===== src/rtl/sw_debouncer.sv =====
// Multi-bit slide-switch debouncer: each raw line is synchronized, then accepted
// only after it holds a new level for STABLE_CYCLES consecutive clocks.
module sw_debouncer #(
  parameter int WIDTH         = 6,
  parameter int STABLE_CYCLES = 100000
) (
  input  logic             clock,
  input  logic             reset,
  input  logic [WIDTH-1:0] sw_raw,
  output logic [WIDTH-1:0] SW,
  output logic             sw_changed
);

  localparam int CW = $clog2(STABLE_CYCLES);
  localparam logic [CW-1:0] CNT_MAX = CW'(STABLE_CYCLES - 1);

  logic [WIDTH-1:0]         sync1_reg;
  logic [WIDTH-1:0]         sync2_reg;
  logic [WIDTH-1:0]         sw_reg;
  logic [WIDTH-1:0]         sw_next;
  logic [WIDTH-1:0]         load;
  logic                     sw_changed_reg;
  logic [WIDTH-1:0][CW-1:0] cnt_reg;
  logic [WIDTH-1:0][CW-1:0] cnt_next;

  // Per-bit qualification; a bounce back to the accepted level clears the count.
  generate
    for (genvar gi = 0; gi < WIDTH; gi++) begin : g_bit
      logic differs;
      logic at_max;

      assign differs       = sync2_reg[gi] ^ sw_reg[gi];
      assign at_max        = (cnt_reg[gi] == CNT_MAX);
      assign load[gi]      = differs & at_max;
      assign cnt_next[gi]  = (differs && !at_max) ? cnt_reg[gi] + CW'(1) : '0;
      assign sw_next[gi]   = load[gi] ? sync2_reg[gi] : sw_reg[gi];
    end
  endgenerate

  always_ff @(posedge clock) begin
    if (!reset) begin
      sync1_reg      <= '0;
      sync2_reg      <= '0;
      sw_reg         <= '0;
      cnt_reg        <= '0;
      sw_changed_reg <= 1'b0;
    end else begin
      sync1_reg      <= sw_raw;
      sync2_reg      <= sync1_reg;
      sw_reg         <= sw_next;
      cnt_reg        <= cnt_next;
      sw_changed_reg <= |load;
    end
  end

  assign SW         = sw_reg;
  assign sw_changed = sw_changed_reg;

endmodule


===== config.mk =====
export PLATFORM = sky130hd
export DESIGN_NAME = sw_debouncer
export DESIGN_NICKNAME = d
export VERILOG_FILES = /design/src/rtl/sw_debouncer.sv
export SDC_FILE = /design/constraint.sdc
export NUM_CORES = 1
export LEC_CHECK = 0
export ABC_AREA = 1
export CORE_AREA = 2 2 88 124
export CTS_CLUSTER_DIAMETER = 80
export DETAILED_ROUTE_END_ITERATION = 8
export DIE_AREA = 0 0 90 126
export GPL_TIMING_DRIVEN = 0
export HOLD_SLACK_MARGIN = 0.1
export PLACE_DENSITY_LB_ADDON = 0.2
export SYNTH_ARGS = -nofsm -noshare
export SYNTH_HDL_FRONTEND = slang
export SYNTH_SLANG_ARGS = --single-unit

===== constraint.sdc =====
create_clock -name clock -period 1.6 [get_ports clock]
set_input_delay 0.32 -clock clock [delete_from_list [all_inputs] [get_ports clock]]
set_output_delay 0.32 -clock clock [all_outputs]
set_load 0.05 [all_outputs]

After elaboration in Yosys (flattened, before gate mapping)

Index checks and enable logic that the tools add are counted.

Register bits after elaboration: 121
Output and inout port bits: 7

$add $sub $neg: 6
Equality and inequality tests: 6
Bitwise gates (word level): 12
Reduce and logical (&&, ||, !) cells: 19

Operator list:

| kind                  | number |
|---|---|
| $add 17x1->17 const B | 6 |
| $eq 17x17->1 const B  | 6 |
| $reduce_and 2->1      | 6 |
| $and 1x1->1           | 6 |
| $logic_and 1x1->1     | 6 |
| $logic_not 1->1       | 6 |
| $reduce_or 6->1       | 1 |
| $xor 1x1->1           | 6 |

Logic depth before layout (Yosys ltp)

Gate-level depths: netlist of run 1.

Word-level depth: 4
Gate-level depth with buffers: 11
Mapped depth without buffers: 11

Worst setup path before layout of run 1

No wires, ideal clock.

Kind: flip-flop to flip-flop
Start point: register sw_reg[5] (netlist: SW[5])
End point: register cnt_reg[89] in the netlist's numbering
Library setup time: 0.072 ns
Arrival: 1.504 ns
Path slack: 0.024 ns
Stages on the path, launching flop included: 7
Buffers on the path: 1
Cell sequence: dfxtp_1 > xnor2_1 > or2_1 > nor2_4 > inv_2 > buf_6 > nor3b_2

Cells in the longest elaborated chain, start to end: 3

RTL lines:

| what                              | line | source |
|---|---|---|
| start: declaration                | 19   | `logic [WIDTH-1:0] sw_reg;` |
| start signal: assignment          | 50   | `sw_reg <= sw_next;` |
| $xor 1x1->1                       | 32   | `assign differs = sync2_reg[gi] ^ sw_reg[gi];` |
| $logic_and 1x1->1                 | 35   | `assign cnt_next[gi] = (differs && !at_max) ? cnt_reg[gi] + CW'(1) : '0;` |
| $reduce_and 2->1 (no source line) | n/a  |  |
| end signal: assignment            | 51   | `cnt_reg <= cnt_next;` |
| end: declaration                  | 23   | `logic [WIDTH-1:0][CW-1:0] cnt_reg;` |

No other way between the ends.
A chain may end at the register's enable or synchronous reset.

Worst setup path after layout of run 1

Start point: register sw_reg[3] (netlist: SW[3])
End point: output port SW[3]

RTL lines:

| what             | line | source |
|---|---|---|
| end: declaration | 10   | `output logic [WIDTH-1:0] SW,` |

No word-level cell between the ends.

==> results of run 1 <==
==> placed cells by master (no fill, tap or decap), drive strengths merged <==
master | synthesis | routed
nor2 | 137 | 137
nand2 | 134 | 134
dfxtp | 121 | 121
inv | 109 | 109
nand3 | 53 | 53
nor3 | 39 | 39
xor2 | 35 | 35
a21oi | 25 | 25
clkbuf | 0 | 22
nand4 | 17 | 17
buf | 8 | 17
or2 | 14 | 14
nor3b | 12 | 12
xnor2 | 11 | 11
o21ai | 10 | 10
clkdlybuf4s15 | 0 | 7
clkinv | 0 | 6
clkdlybuf4s50 | 0 | 6
ha | 6 | 6
nand3b | 3 | 3
o21bai | 3 | 3
a211oi | 3 | 3
and2 | 2 | 2
a31oi | 2 | 2
bufinv | 0 | 2
nor4 | 1 | 1
clkinvlp | 0 | 1
dlygate4sd2 | 0 | 1
==> what timing repair did <==
action	in CTS	in global routing
gates resized for setup	26	40
hold endpoints to repair	0	0
buffers inserted	1	8
hold buffers	0	0
pin swaps	1	13
setup endpoints to repair	44	74
==> power by group <==
group	internal (W)	switching, W	total, W	leakage (nW)
Sequential	0.00303	0.00000988	0.00304	0.979
Clock	0.00239	0.00127	0.00365	0.285
Combinational	0.0000386	0.0000550	0.0000936	1.25
Total	0.00546	0.00133	0.00679	2.52
==> per-stage QoR <==
step           cells  setup slack, ns
2_1_floorplan    745           0.0240
3_3_place_gp     897           -0.366
3_5_place_dp     897           -0.415
4_1_cts          929         0.000806
5_1_grt          937          -0.0404
6_report         937           0.0296
==> cell usage after synthesis (3+ instances only) <==
cell type and count:
a211oi_1 3, a21oi_1 25, buf_4 4, dfxtp_1 121, ha_1 6, inv_1 107, nand2_1 134, nand3_1 49
nand3_2 4, nand3b_1 3, nand4_1 17, nor2_1 126, nor2_2 7, nor2_4 4, nor3_1 34, nor3_2 5
nor3b_1 11, o21ai_0 10, o21bai_1 3, or2_2 12, xnor2_1 11, xor2_1 35
==> final timing paths <==
kind	start	to	slack, ns	cells after the start
max reg2reg	cnt_reg[0]	cnt_reg[3]	0.09	7
max	SW[3]	SW[3]	0.03	1
min reg2reg	sync1_reg[1]	sync2_reg[1]	0.41	2
min	sync1_reg[1]	sync2_reg[1]	0.41	2
==> layer usage <==
metal | track usage [%] | wire length [µm] | vias up
met5 | 0 | 0 | -
met4 | 9.41 | 228 | 0
met3 | 4.72 | 286 | 18
met2 | 35.2 | 5530 | 70
met1 | 20.4 | 4500 | 2153
li1 | - | - | 2433
==> area by class of cell <==
class,instances,area share (%)
clock buffer,22,7.16
timing repair buffer,23,3.23
sequential,121,36.7
multi-input combinational,507,41.8
clock inverter,9,1.47
inverter,109,6.18
buffer,8,0.869
tap,138,2.61
==> kinds of logic (layout without fill, tap and decap cells) <==
logic type,count (synthesis),count (layout),synth area share (%)
flops,121,121,44.1
compound gates,43,43,4.23
simple gates,412,412,34.6
buf+inv,117,171,8.44
fa+ha+maj,6,6,1.37
xor+xnor,46,46,7.33
==> impl_metrics.csv, run 1 <==
group,metric,value,unit
hold_path,hp-class,"flop to flop",
die,die_area,11300,µm²
timing,skew,0.00591,ns
power,ir_drop,0.739,mV
critical_path,crit_family,"flip-flops",
timing,rsz0062_at_grt,"yes",
critical_path,path_class,"flop to primary output",
yosys,yosysTopAreaCell,"dfxtp_1",
yosys,syn-mean-instance-area,7.38,µm²
yosys,syn-num-nets,759,
die,die_h,126,µm
yosys,netlist.area_leader.share,44.1,%
yosys,synth_cell_type_count,32,
critical_path,max_stage_delay,0.43,ns
outcome,status,"finished clean",
timing,fmax,637,MHz
cts,clkTransAtPathRegs,0.05,ns
cts,numClockSinks,121,
power,cellLeakagePower,2.52,nW
critical_path,worstPathCellList,"clkdlybuf4s15_2",
drt,first_pass_iters,5,
cts,cts_buffers,17,
finish,multi_input_area,2770,µm²
drt,drt-total-wl,10500,µm
critical_path,start_kind,"flop",
run,drv_cap,0,
finish,synthToLayoutAreaGrowth,20.4,%
yosys,yosysSeqAreaShare,44.1,%
critical_path,path_max_fanout,3,
die,initial_core_util,53.7,%
die,std_cell_rows,44,
finish,final_nets,801,
die,pin_count,15,
yosys,yosys_warnings,0,
cts,cts_root_buffer,"clkbuf_16",
drt,route.detailed.drc,0,
finish,regArea,2430,µm²
drt,via_per_inst,4.99,
timing,min_period,1.57,ns
timing,hold_slack,0.412,ns
finish,finish.utilization,64.7,%
timing,finalCritPeriodShare,98.2,%
timing,slew_violations,0,
grt,antenna_found_initial,0,
placement,dpl_cell_area,5810,µm²
finish,design_area,6620,µm²
yosys,synth_edf_count,0,
timing,worst_pin_slew,0.477,ns
yosys,synth_ff_type,"dfxtp_1",
grt,gr-total-overflow,0,
finish,drive_gt1_share,14.6,%
yosys,syn_area,5500,µm²
yosys,syn_inst,745,
die,core-area,10200,µm²
critical_path,crit_required,1.28,ns
timing,setup_viol,0,
yosys,synthArstFlopShare,0,%
critical_path,cp_slowest_cell,"dfxtp_1",
drt,avgRoutedWirePerCell,11.2,µm
yosys,ys_seq_elements,121,
grt,grt_start_max_net_pins,17,
placement,io_buffers,14,
timing,hold_viol,0,
timing,tns,0,ns
grt,track_usage,19.2,%
power,power_density,1030,nW/µm²
timing,maxSlewHeadroom,68.3,%
critical_path,critPathArrivalTime,1.25,ns
cts,cts_tree,"built",
yosys,synth_top_cells_by_area,"dfxtp_1 (44%), nand2_1 (9.1%), nor2_1 (8.6%)",
die,die_w,90,µm
finish,fill_cells,919,
power,p_total,0.00679,W
critical_path,worstSetupEndpointType,"primary output",
drt,vias,4674,
grt,grt_pass1_vias,4372,
cts,cts_buffer_depth,2,
critical_path,crit_buf_inv,1,
finish,largest_reg_flops,102,
placement,dpl.hpwl,7350,µm
grt,grt_pass1_wl,17900,µm
drt,detail-route-antenna-nets,0,
cts,htreeDepth,4,
finish,antenna_cells,0,
cts,insertion_delay,0.41,ns
drt,drt_iter0_drc,198,
placement,place_congestion,0.846,
(Power assumes the default switching activity.)
==> run 2, diff against run 1 <==
--- a/config.mk
+++ b/config.mk
@@ -6,10 +6,10 @@
 export NUM_CORES = 1
 export LEC_CHECK = 0
 export ABC_AREA = 1
-export CORE_AREA = 2 2 88 124
+export CORE_AREA = 2 2 90 126
 export CTS_CLUSTER_DIAMETER = 80
 export DETAILED_ROUTE_END_ITERATION = 8
-export DIE_AREA = 0 0 90 126
+export DIE_AREA = 0 0 92 128
 export GPL_TIMING_DRIVEN = 0
 export HOLD_SLACK_MARGIN = 0.1
 export PLACE_DENSITY_LB_ADDON = 0.2
==> impl_metrics.csv, run 2 (synthesized netlist as in run 1, its figures left out) <==
group,metric,value,unit
hold_path,min_to,"sync2_reg[1]",
critical_path,worstRegToRegCells,9,
critical_path,crit_family,"buffers and inverters",
die,die_w,92,µm
critical_path,path_max_fanout,1,
critical_path,crit_buf_inv,1,
timing,min_period,1.54,ns
power,cellLeakagePower,2.48,nW
hold_path,hp-class,"flop to flop",
timing,hold_viol,0,
cts,cts_tree,"built",
placement,dp.cells,900,
critical_path,rr_startpoint,"cnt_reg[35]",
finish,antenna_cells,0,
grt,gr-total-overflow,0,
power,p_int,0.00514,W
power,clkPwrFrac,50.8,%
cts,cts_hold_buf,0,
power,p_total,0.00639,W
timing,slew_violations,0,
drt,drt_iter0_drc,135,
finish,fin_cells,936,
critical_path,start_kind,"flop",
power,p_switching,0.00126,W
placement,dpl.hpwl,7380,µm
drt,route.detailed.drc,0,
cts,numClockSinks,121,
die,initial_core_util,51.4,%
die,core-area,10700,µm²
grt,grt_pass1_wl,17900,µm
die,die_area,11800,µm²
cts,cts_root_buffer,"clkbuf_16",
cts,clkTransAtPathRegs,0.05,ns
placement,pre_cts_slack,-0.342,ns
cts,cts_buffers,17,
placement,io_buffers,14,
die,die_h,128,µm
drt,drt-total-wl,10300,µm
finish,final_common_cell,"nand2_1",
cts,cts_buffer_depth,2,
critical_path,cp_slowest_cell,"dlygate4sd2_1",
critical_path,path_class,"flop to primary output",
power,comb_power_share,1.5,%
hold_path,hold_start,"sync1_reg[1]",
drt,detail-route-antenna-nets,0,
critical_path,r2r-end,"cnt_reg[50]",
critical_path,worstPathCellList,"dlygate4sd2_1",
finish,largest_reg_flops,102,
timing,finalCritPeriodShare,96.3,%
drt,first_pass_iters,4,
die,std_cell_rows,45,
run,drv_cap,0,
timing,worst_pin_slew,0.480,ns
timing,rsz0062_at_grt,"yes",
grt,grt_pass1_vias,4424,
grt,grt_start_max_net_pins,17,
power,switching_share,19.7,%
hold_path,holdPathStages,2,
critical_path,critPathArrivalTime,1.22,ns
power,share_seq_of_total_power,47.7,%
critical_path,r2r_setup_slack,0.09,ns
timing,maxSlewHeadroom,68.1,%
cts,htreeDepth,4,
critical_path,max_stage_delay,0.52,ns
timing,setup_viol,0,
die,pin_count,15,
cts,insertion_delay,0.40,ns
critical_path,worstSetupEndpointType,"primary output",
finish,fill_cells,978,
timing,hold_slack,0.412,ns
power,power_density,974,nW/µm²
placement,place_congestion,0.841,
timing,fmax,649,MHz
timing,setup_slack,0.0593,ns
outcome,status,"finished clean",
finish,final_nets,799,
grt,antenna_found_initial,0,
drt,vias,4635,
drt,via_per_inst,4.95,
power,ir_drop,0.701,mV
finish,mostFrequentLayoutCells,"nand2_1 (128), nor2_1 (120), dfxtp_1 (115)",
timing,skew,0.00562,ns
finish,multi_input_area,2790,µm²
critical_path,crit_required,1.28,ns
finish,drive_gt1_share,14.6,%
finish,synthToLayoutAreaGrowth,19.4,%
grt,track_usage,18.6,%
finish,regArea,2430,µm²
drt,avgRoutedWirePerCell,11.0,µm
## run 2: metrics by stage
step / utilization, % / area [µm²] / setup TNS (ns)
global placement: 54.4 / 5810 / -15.99
detailed placement: 54.4 / 5810 / -16.39
floorplan: - / 5500 / 0
finish: 61.4 / 6570 / 0
CTS: 59.4 / 6350 / 0
global route: 61.4 / 6570 / -0.147
## run 2: layout make-up
cell class / instances / area share, %
Timing Repair Buffer: 21 / 3.07
Multi-Input combinational cell: 507 / 42.4
Inverter: 109 / 6.23
Buffer: 8 / 0.877
Tap cell: 141 / 2.69
Clock inverter: 4 / 0.305
Sequential cell: 121 / 37.0
Clock buffer: 25 / 7.39
## run 2: what timing repair did
item	4_1_cts	5_1_grt
gates resized for setup	23	46
pin swaps	1	13
setup buffers	1	6
endpoints found under the setup margin	33	68
## run 2: how the worst max path moves through the flow
stage	cells past startpoint	startpoint	slack, ns	end
after floorplan	6	SW[5]	0.02	cnt_reg[89]
after global placement	7	reset	-0.33	cnt_reg[89]
after detailed placement	7	reset	-0.34	cnt_reg[89]
after CTS	8	cnt_reg[51]	0.002	cnt_reg[65]
after global routing	9	cnt_reg[34]	-0.09	cnt_reg[50]
final	1	sw_changed	0.06	sw_changed
## run 2: power by group through the flow
stage,registers (W),clock network [W],logic [W]
final,0.00305,0.00325,0.0000952
after global placement,0.00311,0,0.0000861
after detailed placement,0.00311,0,0.0000880
after floorplan,0.00311,0,0.0000523
after global routing,0.00305,0.00346,0.000108
after CTS,0.00305,0.00333,0.0000903
## run 2: layer usage
layer	vias up	wire length [µm]	GRT usage [%]
li1	2429	-	-
met1	2138	4450	19.8
met2	52	5420	34.6
met3	16	232	4.17
met4	0	187	8.60
met5	-	0	0
==> run 3, diff against run 2 <==
--- a/config.mk
+++ b/config.mk
@@ -11,8 +11,8 @@
 export DETAILED_ROUTE_END_ITERATION = 8
 export DIE_AREA = 0 0 92 128
 export GPL_TIMING_DRIVEN = 0
-export HOLD_SLACK_MARGIN = 0.1
-export PLACE_DENSITY_LB_ADDON = 0.2
+export HOLD_SLACK_MARGIN = 0.15
+export PLACE_DENSITY = 0.71
 export SYNTH_ARGS = -nofsm -noshare
 export SYNTH_HDL_FRONTEND = slang
 export SYNTH_SLANG_ARGS = --single-unit
==> impl_metrics.csv, run 3 (synthesized netlist as in run 1, its figures left out) <==
group,metric,value,unit
cts,cts_buffer_depth,2,
critical_path,start_kind,"flop",
finish,mostFrequentLayoutCells,"nand2_1 (129), nor2_1 (119), dfxtp_1 (114)",
drt,via_per_inst,4.97,
grt,track_usage,19.0,%
timing,setup_slack,0.0527,ns
critical_path,crit_family,"buffers and inverters",
cts,numClockSinks,121,
finish,drive_gt1_share,15.6,%
outcome,status,"finished clean",
critical_path,worstRegToRegCells,9,
timing,finalCritPeriodShare,96.7,%
grt,antenna_found_initial,0,
timing,worst_pin_slew,0.486,ns
timing,min_period,1.55,ns
power,ir_drop,0.700,mV
timing,tns,0,ns
finish,design_area,6680,µm²
cts,cts_tree,"built",
critical_path,r2r-end,"cnt_reg[46]",
cts,cts_buffers,17,
cts,htreeDepth,4,
placement,pre_cts_slack,-0.370,ns
drt,route.detailed.drc,0,
critical_path,crit_cells,1,
critical_path,crit_buf_inv,1,
finish,fin_cells,944,
die,die_h,128,µm
run,drv_cap,0,
cts,cts_root_buffer,"clkbuf_16",
hold_path,holdPathStages,2,
grt,grt_pass1_vias,4443,
die,initial_core_util,51.4,%
drt,drt-total-wl,10800,µm
timing,skew,0.00947,ns
hold_path,hold_start,"sync1_reg[0]",
critical_path,worstPathCellList,"dlygate4sd2_1",
die,pin_count,15,
critical_path,crit_required,1.28,ns
placement,dpl_cell_area,5810,µm²
placement,dpl.hpwl,7370,µm
finish,finish.utilization,62.4,%
finish,largest_reg_flops,102,
critical_path,path_max_fanout,1,
finish,final_nets,804,
critical_path,worstSetupEndpointType,"primary output",
timing,fmax,646,MHz
critical_path,rr_startpoint,"cnt_reg[34]",
drt,detail-route-antenna-nets,0,
drt,avgRoutedWirePerCell,11.5,µm
drt,vias,4696,
critical_path,cp_slowest_cell,"dlygate4sd2_1",
critical_path,path_class,"flop to primary output",
grt,grt_start_max_net_pins,17,
die,std_cell_rows,45,
grt,grt_pass1_wl,18200,µm
critical_path,max_stage_delay,0.52,ns
drt,drt_iter0_drc,224,
finish,synthToLayoutAreaGrowth,21.4,%
cts,clkTransAtPathRegs,0.05,ns
hold_path,hp-class,"flop to flop",
die,die_w,92,µm
grt,gr-total-overflow,0,
finish,final_common_cell,"nand2_1",
drt,first_pass_iters,4,
critical_path,critPathArrivalTime,1.23,ns
cts,insertion_delay,0.41,ns
critical_path,r2r_setup_slack,0.09,ns
die,die_area,11800,µm²
die,core-area,10700,µm²
timing,maxSlewHeadroom,67.7,%
placement,io_buffers,14,
finish,fill_cells,964,
hold_path,min_to,"sync2_reg[0]",
timing,hold_viol,0,
power,cellLeakagePower,2.54,nW
power,power_density,1030,nW/µm²
placement,dp.cells,900,
placement,place_congestion,0.846,
critical_path,critPathLaunch,"sw_changed",
timing,slew_violations,0,
finish,antenna_cells,0,
timing,rsz0062_at_grt,"yes",
timing,setup_viol,0,
[run 3: changes by cell type in the layout (fill, tap and decap cells not counted), moves of 2 or more]
cell | before | now
nand3_4 | 3 | 5
nand3_2 | 9 | 6
nor3_2 | 7 | 5
bufinv_16 | 0 | 2
buf_4 | 11 | 17
clkbuf_1 | 5 | 3
nor2_2 | 8 | 10
[run 3: cell type report]
type	instances	area, µm²	share of cell area, %
buffer	8	57.6	0.862
clock buffer	24	492	7.37
clock inverter	8	92.6	1.39
inverter	109	409	6.13
multi-input combinational	507	2780	41.7
sequential	121	2430	36.4
tap	141	176	2.64
timing repair buffer	26	235	3.52
[run 3: worst max-delay path by stage]
stage,end,slack (ns)
4_1_cts,cnt_reg[30],0.01
3_5_place_dp,cnt_reg[89],-0.37
5_1_grt,cnt_reg[81],-0.04
2_1_floorplan,cnt_reg[89],0.02
3_3_place_gp,cnt_reg[89],-0.34
6_report,sw_changed,0.05
[run 3: per-stage QoR]
stage | hold WS (ns) | total power, W
floorplan | 0.390 | 0.00316
global placement | 0.395 | 0.00319
detailed placement | 0.404 | 0.00320
CTS | 0.416 | 0.00691
global route | 0.436 | 0.00706
finish | 0.409 | 0.00685
[run 3: what timing repair did]
item	CTS	global route
pin swaps	1	14
hold buffers	0	0
setup buffers	1	11
setup endpoints to repair	44	80
resized for setup	26	45
[run 3: layer usage]
| metal | track usage [%] | part of all wire [%] | vias to the layer above |
|---|---|---|---|
| met4 | 7.90 | 1.4 | 0 |
| met5 | 0 | 0 | - |
| met2 | 34.3 | 53 | 76 |
| li1 | - | - | 2443 |
| met3 | 5.82 | 3.1 | 13 |
| met1 | 20.5 | 43 | 2164 |
[run 3: power by group]
group / total [W] / switching (W) / internal (W)
clock network: 0.00371 / 0.00127 / 0.00244
logic: 0.0000944 / 0.0000564 / 0.0000380
registers: 0.00305 / 0.0000102 / 0.00304
total: 0.00685 / 0.00134 / 0.00551
